File: config.mk
export PLATFORM = sky130hd
export DESIGN_NAME = button_event_scheduler
export DESIGN_NICKNAME = d
export VERILOG_FILES = /design/src/rtl/button_event_scheduler.sv
export SDC_FILE = /design/constraint.sdc
export NUM_CORES = 1
export LEC_CHECK = 0
export CAP_MARGIN = 20
export CORE_MARGIN = 4
export CORE_UTILIZATION = 53
export DETAILED_ROUTE_END_ITERATION = 10
export GPL_TIMING_DRIVEN = 0
export MAX_ROUTING_LAYER = met4
export PLACE_DENSITY = 0.79
export SYNTH_ARGS = -nofsm -noshare
export SYNTH_HDL_FRONTEND = slang
export SYNTH_SLANG_ARGS = --single-unit
File: constraint.sdc
create_clock -name clock -period 3.1 [get_ports clock]
set_input_delay 0.62 -clock clock [delete_from_list [all_inputs] [get_ports clock]]
set_output_delay 0.62 -clock clock [all_outputs]
set_load 0.05 [all_outputs]
File: src/rtl/button_event_scheduler.sv
// Multi-button debounce front end: shared sample tick, per-button press-edge capture,
// round-robin serialization of presses into a small event FIFO drained over valid/ready.
module button_event_scheduler #(
   parameter int NUM_BUTTONS = 4,
   parameter int TICK_DIV    = 2000000,
   parameter int FIFO_DEPTH  = 4,
   parameter int IDX_W       = 2
) (
   input  logic                   clock,
   input  logic                   resetN,
   input  logic                   enable,
   input  logic [NUM_BUTTONS-1:0] buttons,
   output logic                   eventValid,
   output logic [IDX_W-1:0]       eventIndex,
   input  logic                   eventReady,
   output logic [NUM_BUTTONS-1:0] pressLevel,
   output logic                   overflow,
   input  logic                   clearOverflow
);

   localparam int TCW = $clog2(TICK_DIV);
   localparam int AW  = $clog2(FIFO_DEPTH);
   localparam int CW  = AW + 1;

   logic [NUM_BUTTONS-1:0] syncA, syncB;
   logic [NUM_BUTTONS-1:0] q1;
   logic [NUM_BUTTONS-1:0] pending;
   logic [NUM_BUTTONS-1:0] newEdge;
   logic [NUM_BUTTONS-1:0] grantMask;
   logic [TCW-1:0]         tickCount;
   logic                   tick;
   logic                   grantValid;
   logic [IDX_W-1:0]       grantIdx;
   logic [IDX_W-1:0]       rrPtr;
   logic                   full;
   logic                   push;
   logic                   pop;
   logic                   ovfSet;
   logic [IDX_W-1:0]       mem [FIFO_DEPTH];
   logic [AW-1:0]          wrPtr, rdPtr;
   logic [CW-1:0]          count;

   // Synchronizer stage: free-running, independent of enable
   always_ff @(posedge clock or negedge resetN) begin
      if (!resetN) begin
         syncA <= '0;
         syncB <= '0;
      end else begin
         syncA <= buttons;
         syncB <= syncA;
      end
   end

   assign tick = enable && (tickCount == TCW'(TICK_DIV - 1));

   always_ff @(posedge clock or negedge resetN) begin
      if (!resetN) begin
         tickCount <= '0;
      end else if (!enable || tick) begin
         tickCount <= '0;
      end else begin
         tickCount <= tickCount + 1'b1;
      end
   end

   // Debounce stage: level and press edge both sampled on the tick
   assign newEdge = tick ? (syncB & ~q1) : '0;

   always_ff @(posedge clock or negedge resetN) begin
      if (!resetN) begin
         q1 <= '0;
      end else if (tick) begin
         q1 <= syncB;
      end
   end

   always_comb begin
      int idx;
      idx        = 0;
      grantValid = 1'b0;
      grantIdx   = '0;
      if (!full) begin
         for (int k = 0; k < NUM_BUTTONS; k++) begin
            idx = (int'(rrPtr) + k) % NUM_BUTTONS;
            if (!grantValid && (|(pending & (NUM_BUTTONS'(1) << idx)))) begin
               grantValid = 1'b1;
               grantIdx   = IDX_W'(idx);
            end
         end
      end
   end

   assign grantMask = grantValid ? (NUM_BUTTONS'(1) << grantIdx) : '0;
   // A fresh edge on a still-waiting button has nowhere to go
   assign ovfSet    = |(newEdge & pending & ~grantMask);

   // Arbitration stage: pending set beats same-cycle grant clear
   always_ff @(posedge clock or negedge resetN) begin
      if (!resetN) begin
         pending  <= '0;
         rrPtr    <= '0;
         overflow <= 1'b0;
      end else begin
         pending <= (pending & ~grantMask) | newEdge;
         if (grantValid) begin
            rrPtr <= (int'(grantIdx) == NUM_BUTTONS - 1) ? '0 : grantIdx + 1'b1;
         end
         if (ovfSet) begin
            overflow <= 1'b1;
         end else if (clearOverflow) begin
            overflow <= 1'b0;
         end
      end
   end

   assign full = (count == CW'(FIFO_DEPTH));
   assign push = grantValid;
   assign pop  = eventValid && eventReady;

   // FIFO stage: full comes from the registered count, so a pop never frees a slot early
   always_ff @(posedge clock or negedge resetN) begin
      if (!resetN) begin
         wrPtr <= '0;
         rdPtr <= '0;
         count <= '0;
      end else begin
         if (push) wrPtr <= wrPtr + 1'b1;
         if (pop)  rdPtr <= rdPtr + 1'b1;
         case ({push, pop})
            2'b10:   count <= count + 1'b1;
            2'b01:   count <= count - 1'b1;
            default: count <= count;
         endcase
      end
   end

   always_ff @(posedge clock) begin
      if (push) mem[wrPtr] <= grantIdx;
   end

   assign eventValid = (count != '0);
   assign eventIndex = eventValid ? mem[rdPtr] : '0;
   assign pressLevel = q1;

endmodule

==> flow_metrics.py, run 1 <==
metrics = {
    "status": {
        "outcome": "finished clean",
    },
    "placed_design": {
        "placed_area_um2": 3000,
        "gp_congestion": 0.852,
        "hpwlAfterDp_um": 3440,
        "io_buffer_count": 16,
        "dp_slack_ps": 6.33,
    },
    "global_route": {
        "grt_pass1_vias": 1818,
        "grt_pass1_wl_um": 8290,
        "antenna_found_initial": 0,
        "overflow": 0,
        "grt_max_degree": 29,
        "gr-usage-all-layers_pct": 16.9,
    },
    "power": {
        "p_leak_nw": 1.32,
        "vdd_drop_max_v": 0.000436,
        "seqPwrFrac_pct": 37.8,
        "internal_power_mw": 1.67,
        "p_clk_share_pct": 15.4,
        "pwr_density_cell_nw_per_um2": 862,
        "switching_share_pct": 38.9,
        "combPwrFrac_pct": 46.8,
        "p_sw_mw": 1.06,
    },
    "clock_network": {
        "cts-root-buf": "clkbuf_8",
        "htree_levels": 2,
        "clkLatencyLatePin_ps": 300,
        "cts_tree": "done",
        "cts_buffers": 5,
        "hold_buffers": 0,
        "cts.path.max_buffers": 2,
        "clk_pin_slew_ps": 90,
        "numClockSinks": 55,
    },
    "synth": {
        "synth-edff-count": 8,
        "syn_area_um2": 2740,
        "synth_warnings": 0,
        "synth_compound_area_share_pct": 8.32,
        "synth-seq-area-share_pct": 51.7,
        "synth_area_leaders": "dfrtp_1 (43%), edfxtp_1 (8.8%), ha_1 (6.4%)",
        "yosysTopAreaCellShare_pct": 43.0,
        "async_reset_ff_share_pct": 85.5,
        "synthMuxAreaShare_pct": 3.70,
        "ys.flop_type": "dfrtp_1",
        "synth_common_cells": "dfrtp_1 (47), nor2_1 (23), nand2_1 (18), inv_1 (16), xnor2_1 (15)",
        "synth.ff_latch_count": 55,
        "yosys.area_share.simple_pct": 18.1,
        "synth_top_family_by_area": "simple AND/OR/NAND/NOR gates",
        "synth_xor_area_share_pct": 8.00,
        "synthAdderAreaFrac_pct": 7.13,
        "avgSynthCellArea_um2": 11.0,
        "synth_nets": 274,
        "yosys.cell_count.top_type": "dfrtp_1",
        "synth_cells": 250,
        "yosysTopAreaCell": "dfrtp_1",
        "synth_cell_types": 41,
    },
    "sta": {
        "tightest_slew_ps": 870,
        "fin_crit_sh_pct": 97.0,
        "hold_viol_final": 0,
        "fin_crit_ps": 3010,
        "tns_ps": 0,
        "fin_ws_ps": 91.8,
        "setup_viol": 0,
        "hold_ws_ps": 256,
        "drv_slew": 0,
        "relSlewSlack_pct": 41.4,
        "max_freq_mhz": 332,
        "fin_skew_ps": 9.31,
    },
    "critical_path": {
        "crit_arrival_ps": 3190,
        "cp_max_fo": 10,
        "critPathCaptureType": "flop",
        "criticalPathCategory": "reg -> reg",
        "startpoint_type": "flop",
        "required_ps": 3280,
    },
    "floorplan": {
        "die_area_um2": 6380,
        "core_area_um2": 4850,
        "start_util_pct": 56.5,
        "ios": 17,
        "num_rows": 25,
        "die_w_um": 79.9,
        "fp.dieH_um": 79.9,
    },
    "final_layout": {
        "design_area_um2": 3170,
        "fin_nets": 301,
        "syn_to_final_growth_pct": 15.7,
        "antenna_cells": 0,
        "drive_gt1_share_pct": 12.9,
        "n_fill_cell": 382,
    },
    "detailed_routing": {
        "drtIter0Drc": 114,
        "via_per_inst": 5.36,
        "first_pass_iters": 4,
        "drt_wl_total_um": 4820,
        "num_vias": 1849,
        "drc": 0,
        "ant_nets": 0,
        "routedWlPerCell_um": 14.0,
    },
    "job": {
        "maxCapViolCount": 0,
    },
    "worst_hold_path": {
        "hold_path.class": "in -> async",
    },
}
[flip-flops by register name, indices dropped and copies added, names as in the netlist]
name and count:
rrPtr 2, mem 8, wrPtr 2, pending 4, tickCount 21, rdPtr 2
pressLevel 4, overflow 1, syncB 4, count 3, syncA 4
[path summary, 6_finish.rpt]
check / startpoint / end / slack, ps / cells after the start
setup / recovery: rrPtr[0] / overflow / 90 / 12
hold / removal: resetN / wrPtr[0] / 260 / 1
setup reg to reg: rrPtr[0] / overflow / 90 / 12
hold reg to reg: syncA[3] / syncB[3] / 360 / 0
max in group asynchronous: resetN / tickCount[0] / 2330 / 2
min in group clock: syncA[3] / syncB[3] / 360 / 0
[layout by cell type (no fill, tap or decap), drive strengths merged, types with 8 or more instances in the layout]
master / count
dfrtp: 47
nor2: 23
nand2: 18
inv: 16
xnor2: 15
clkdlybuf4s50: 15
ha: 14
o21ai: 11
nand3: 10
xor2: 10
and2: 9
edfxtp: 8
buf: 8
[power by group through the flow]
stage               combinational [mW]  clock (mW)  sequential [mW]
finish                            1.28       0.420             1.03
global route                      1.44       0.458             1.05
CTS                               1.18       0.437             1.02
detailed placement                1.15           0             1.04
global placement                  1.13           0             1.04
floorplan                        0.907           0             1.01
[stage by stage]
step / utilization (%) / total power, mW / instances
after floorplan: - / 1.92 / 250
after global placement: 61.5 / 2.16 / 333
after detailed placement: 61.8 / 2.19 / 334
after CTS: 64.1 / 2.64 / 343
after global routing: 65.3 / 2.95 / 345
final: 65.3 / 2.73 / 345
[per-layer routing]
layer	routed length (µm)	vias to the layer above	track usage, %
met5	0	-	-
met4	66	0	4.90
met3	173	9	3.05
met2	2210	35	25.0
met1	2360	877	24.0
li1	-	928	-
[cell type report]
type	instances	area [µm²]	area share [%]
tap	67	83.8	2.65
multi-input combinational	176	1280	40.5
timing repair buffer	20	198	6.24
clock buffer	7	96.3	3.04
inverter	16	60.1	1.90
sequential	55	1420	44.7
clock inverter	1	7.51	0.237
buffer	3	21.3	0.672
[kinds of logic (layout without fill, tap and decap cells)]
| family | count (synthesis) | in the layout |
|---|---|---|
| AND/OR/NAND/NOR | 96 | 96 |
| buffers and inverters | 19 | 47 |
| AO/OA/AOI/OAI | 33 | 33 |
| flip-flops | 55 | 55 |
| XOR/XNOR | 25 | 25 |
| adder cells (fa/ha/maj) | 15 | 15 |
| multiplexers | 7 | 7 |
[worst max-delay path, stage by stage, from the launching register on]
cell and delay [ps]:
dfrtp_1 430, buf_4 160, ha_1 290, a22oi_2 210, nand2_2 130, o41a_1 490, buf_6 170, nand2b_1 100
ha_1 150, nor2b_2 140, o41ai_1 100, a222oi_1 400, nand3_1 120
[timing repair]
action                                  CTS  global route
pin swaps                                 0             2
resized for setup                         0            12
setup buffers                             1             2
endpoints found under the setup margin    2             3
(Power assumes the default switching activity.)
==> run 2, diff against run 1 <==
==> constraint.sdc (replaced) <==
create_clock -name clock -period 2.7 [get_ports clock]
set_input_delay 0.54 -clock clock [delete_from_list [all_inputs] [get_ports clock]]
set_output_delay 0.54 -clock clock [all_outputs]
set_load 0.05 [all_outputs]
==> run 2 against run 1 <==
Combinational power grew 59%. Die area is the same. Via count grew 9.0%. Core utilization grew 4.1 points. Clock skew grew 8.0 ps. Sequential share of layout area shrank 2.6 points. Sequential cell count is the same. Sequential power grew 17%. Setup slack lost 220 ps. Total power grew 35%. Clock power grew 5.5%. Cell count grew 4.1%. Largest cell class unchanged. The run now ends with setup timing left.
==> flow_metrics.py, run 2 (synthesis results as in run 1) <==
metrics = {
    "status": {
        "outcome": "finished with violations",
        "violations": "setup timing",
    },
    "detailed_routing": {
        "num_vias": 2016,
        "routedWlPerCell_um": 15.6,
        "first_pass_iters": 4,
        "drtIter0Drc": 129,
        "drt_wl_total_um": 5610,
        "ant_nets": 0,
        "via_per_inst": 5.62,
        "drc": 0,
    },
    "clock_network": {
        "cts.path.max_buffers": 2,
        "numClockSinks": 55,
        "cts_buffers": 5,
        "htree_levels": 2,
        "cts-root-buf": "clkbuf_8",
        "clkLatencyLatePin_ps": 320,
        "cts_tree": "done",
        "clk_pin_slew_ps": 90,
    },
    "global_route": {
        "grt_util_met1_pct": 26.0,
        "antenna_found_initial": 0,
        "gr-usage-all-layers_pct": 19.4,
        "global_route.usage.met2_pct": 29.5,
        "overflow": 0,
        "use_met3_pct": 4.18,
        "top_usage_layer": "met2",
        "grt_pass1_wl_um": 9180,
        "grt_pass1_vias": 1950,
        "grt_max_degree": 33,
    },
    "sta": {
        "fin_crit_sh_pct": 105,
        "drv_slew": 0,
        "fin_skew_ps": 17.3,
        "setup_viol": 1,
        "tightest_slew_ps": 986,
        "fin_crit_ps": 2830,
        "max_freq_mhz": 354,
        "hold_viol_final": 0,
        "rsz0062_at_grt": "yes",
        "relSlewSlack_pct": 33.7,
        "fin_ws_ps": -129,
    },
    "final_layout": {
        "top_register": "tickCount",
        "layout_common_cells": "dfrtp_1 (47), nor2_1 (22), buf_4 (17), nand2_1 (15), xnor2_1 (14)",
        "n_fill_cell": 345,
        "multi_input_area_um2": 1390,
        "syn_to_final_growth_pct": 22.9,
        "drive_gt1_share_pct": 24.0,
        "antenna_cells": 0,
        "fin_nets": 315,
        "largest_reg_flops": 21,
        "final_common_cell": "dfrtp_1",
        "register_area_um2": 1420,
        "reg_top3": "tickCount: 21 flops, mem: 8 flops",
    },
    "power": {
        "pwr_density_cell_nw_per_um2": 1090,
        "p_leak_nw": 1.42,
        "seqPwrFrac_pct": 32.5,
        "switching_share_pct": 39.4,
        "p_clk_share_pct": 12.0,
        "internal_power_mw": 2.23,
        "power_mw": 3.68,
        "vdd_drop_max_v": 0.000576,
        "combPwrFrac_pct": 55.4,
        "p_sw_mw": 1.45,
    },
    "critical_path": {
        "startpoint_type": "flop",
        "crit_chain": "inv_2, ha_4, a22o_1, a221oi_2, a21oi_1, xnor2_2, nor2_2, ha_1, nor2b_2, o41ai_2, a222oi_1, nand3_1",
        "criticalPathCategory": "reg -> reg",
        "crit_arrival_ps": 3020,
        "reg2reg_slack_ps": -130,
        "slowest_delay_ps": 430,
        "cp_max_fo": 4,
        "worstReg2RegEnd": "overflow",
        "r2r_start": "rrPtr[0]",
        "crit_slowest_cell": "dfrtp_1",
        "critPathCaptureType": "flop",
        "required_ps": 2890,
        "reg2regPathDepth": 12,
    },
    "placed_design": {
        "io_buffer_count": 16,
        "hpwlAfterDp_um": 3540,
        "dp_slack_ps": -370,
        "gp_congestion": 0.863,
    },
    "floorplan": {
        "start_util_pct": 56.5,
        "ios": 17,
        "num_rows": 25,
        "die_area_um2": 6380,
        "core_area_um2": 4850,
        "die_w_um": 79.9,
        "fp.dieH_um": 79.9,
    },
    "job": {
        "maxCapViolCount": 0,
    },
    "worst_hold_path": {
        "hold_path.class": "in -> async",
    },
}
==> run 2: repair_timing <==
item                       in CTS  in global routing
setup buffers                   8                  9
pin swaps                       9                 12
setup endpoints to repair       5                  6
gates resized for setup        21                 16
hold buffers                    0                  0
==> run 2: worst max path at each step <==
stage | endpoint | from | slack [ps] | cells after the start
finish | overflow | rrPtr[0] | -130 | 12
detailed placement | overflow | rrPtr[0] | -370 | 12
global placement | overflow | rrPtr[0] | -280 | 12
CTS | overflow | rrPtr[0] | -100 | 12
global route | overflow | rrPtr[0] | -320 | 12
floorplan | count[2] | rrPtr[0] | 7 | 12
==> run 2: through the flow <==
step	util, %	TNS [ps]	hold slack, ps	area, µm²	instances
global route	69.4	-457	157	3360	359
global placement	61.8	-10720	333	3000	333
floorplan	-	0	244	2750	250
CTS	66.6	-131	147	3230	350
detailed placement	62.1	-606	341	3010	334
finish	69.4	-129	137	3360	359
==> run 2: area by class of cell <==
| type | instances | share of cell area, % |
|---|---|---|
| sequential | 55 | 42.1 |
| clock buffer | 6 | 2.16 |
| multi-input combinational | 176 | 41.4 |
| tap | 67 | 2.49 |
| inverter | 16 | 1.79 |
| clock inverter | 2 | 0.372 |
| timing repair buffer | 34 | 9.04 |
| buffer | 3 | 0.632 |
==> run 2: power by group through the flow <==
stage          Sequential [mW]  Combinational (mW)  Clock (mW)
2_1_floorplan             1.16                1.08           0
3_3_place_gp              1.19                1.35           0
3_5_place_dp              1.20                1.40           0
4_1_cts                   1.19                1.74       0.453
5_1_grt                   1.22                2.25       0.494
6_report                  1.20                2.04       0.443
==> run 2: per-layer routing <==
metal / vias to the layer above / wire length [µm]
met1: 984 / 2510
met5: - / 0
li1: 955 / -
met4: 0 / 170
met2: 59 / 2660
met3: 18 / 263
==> run 2: worst max-delay path, delay by kind of cell (launching register included) <==
family,cells,cell delay [ps]
flip-flops,1,430
AND/OR/NAND/NOR,3,510
buffers and inverters,1,70
AO/OA/AOI/OAI,5,1140
adder cells (fa/ha/maj),2,360
XOR/XNOR,1,200
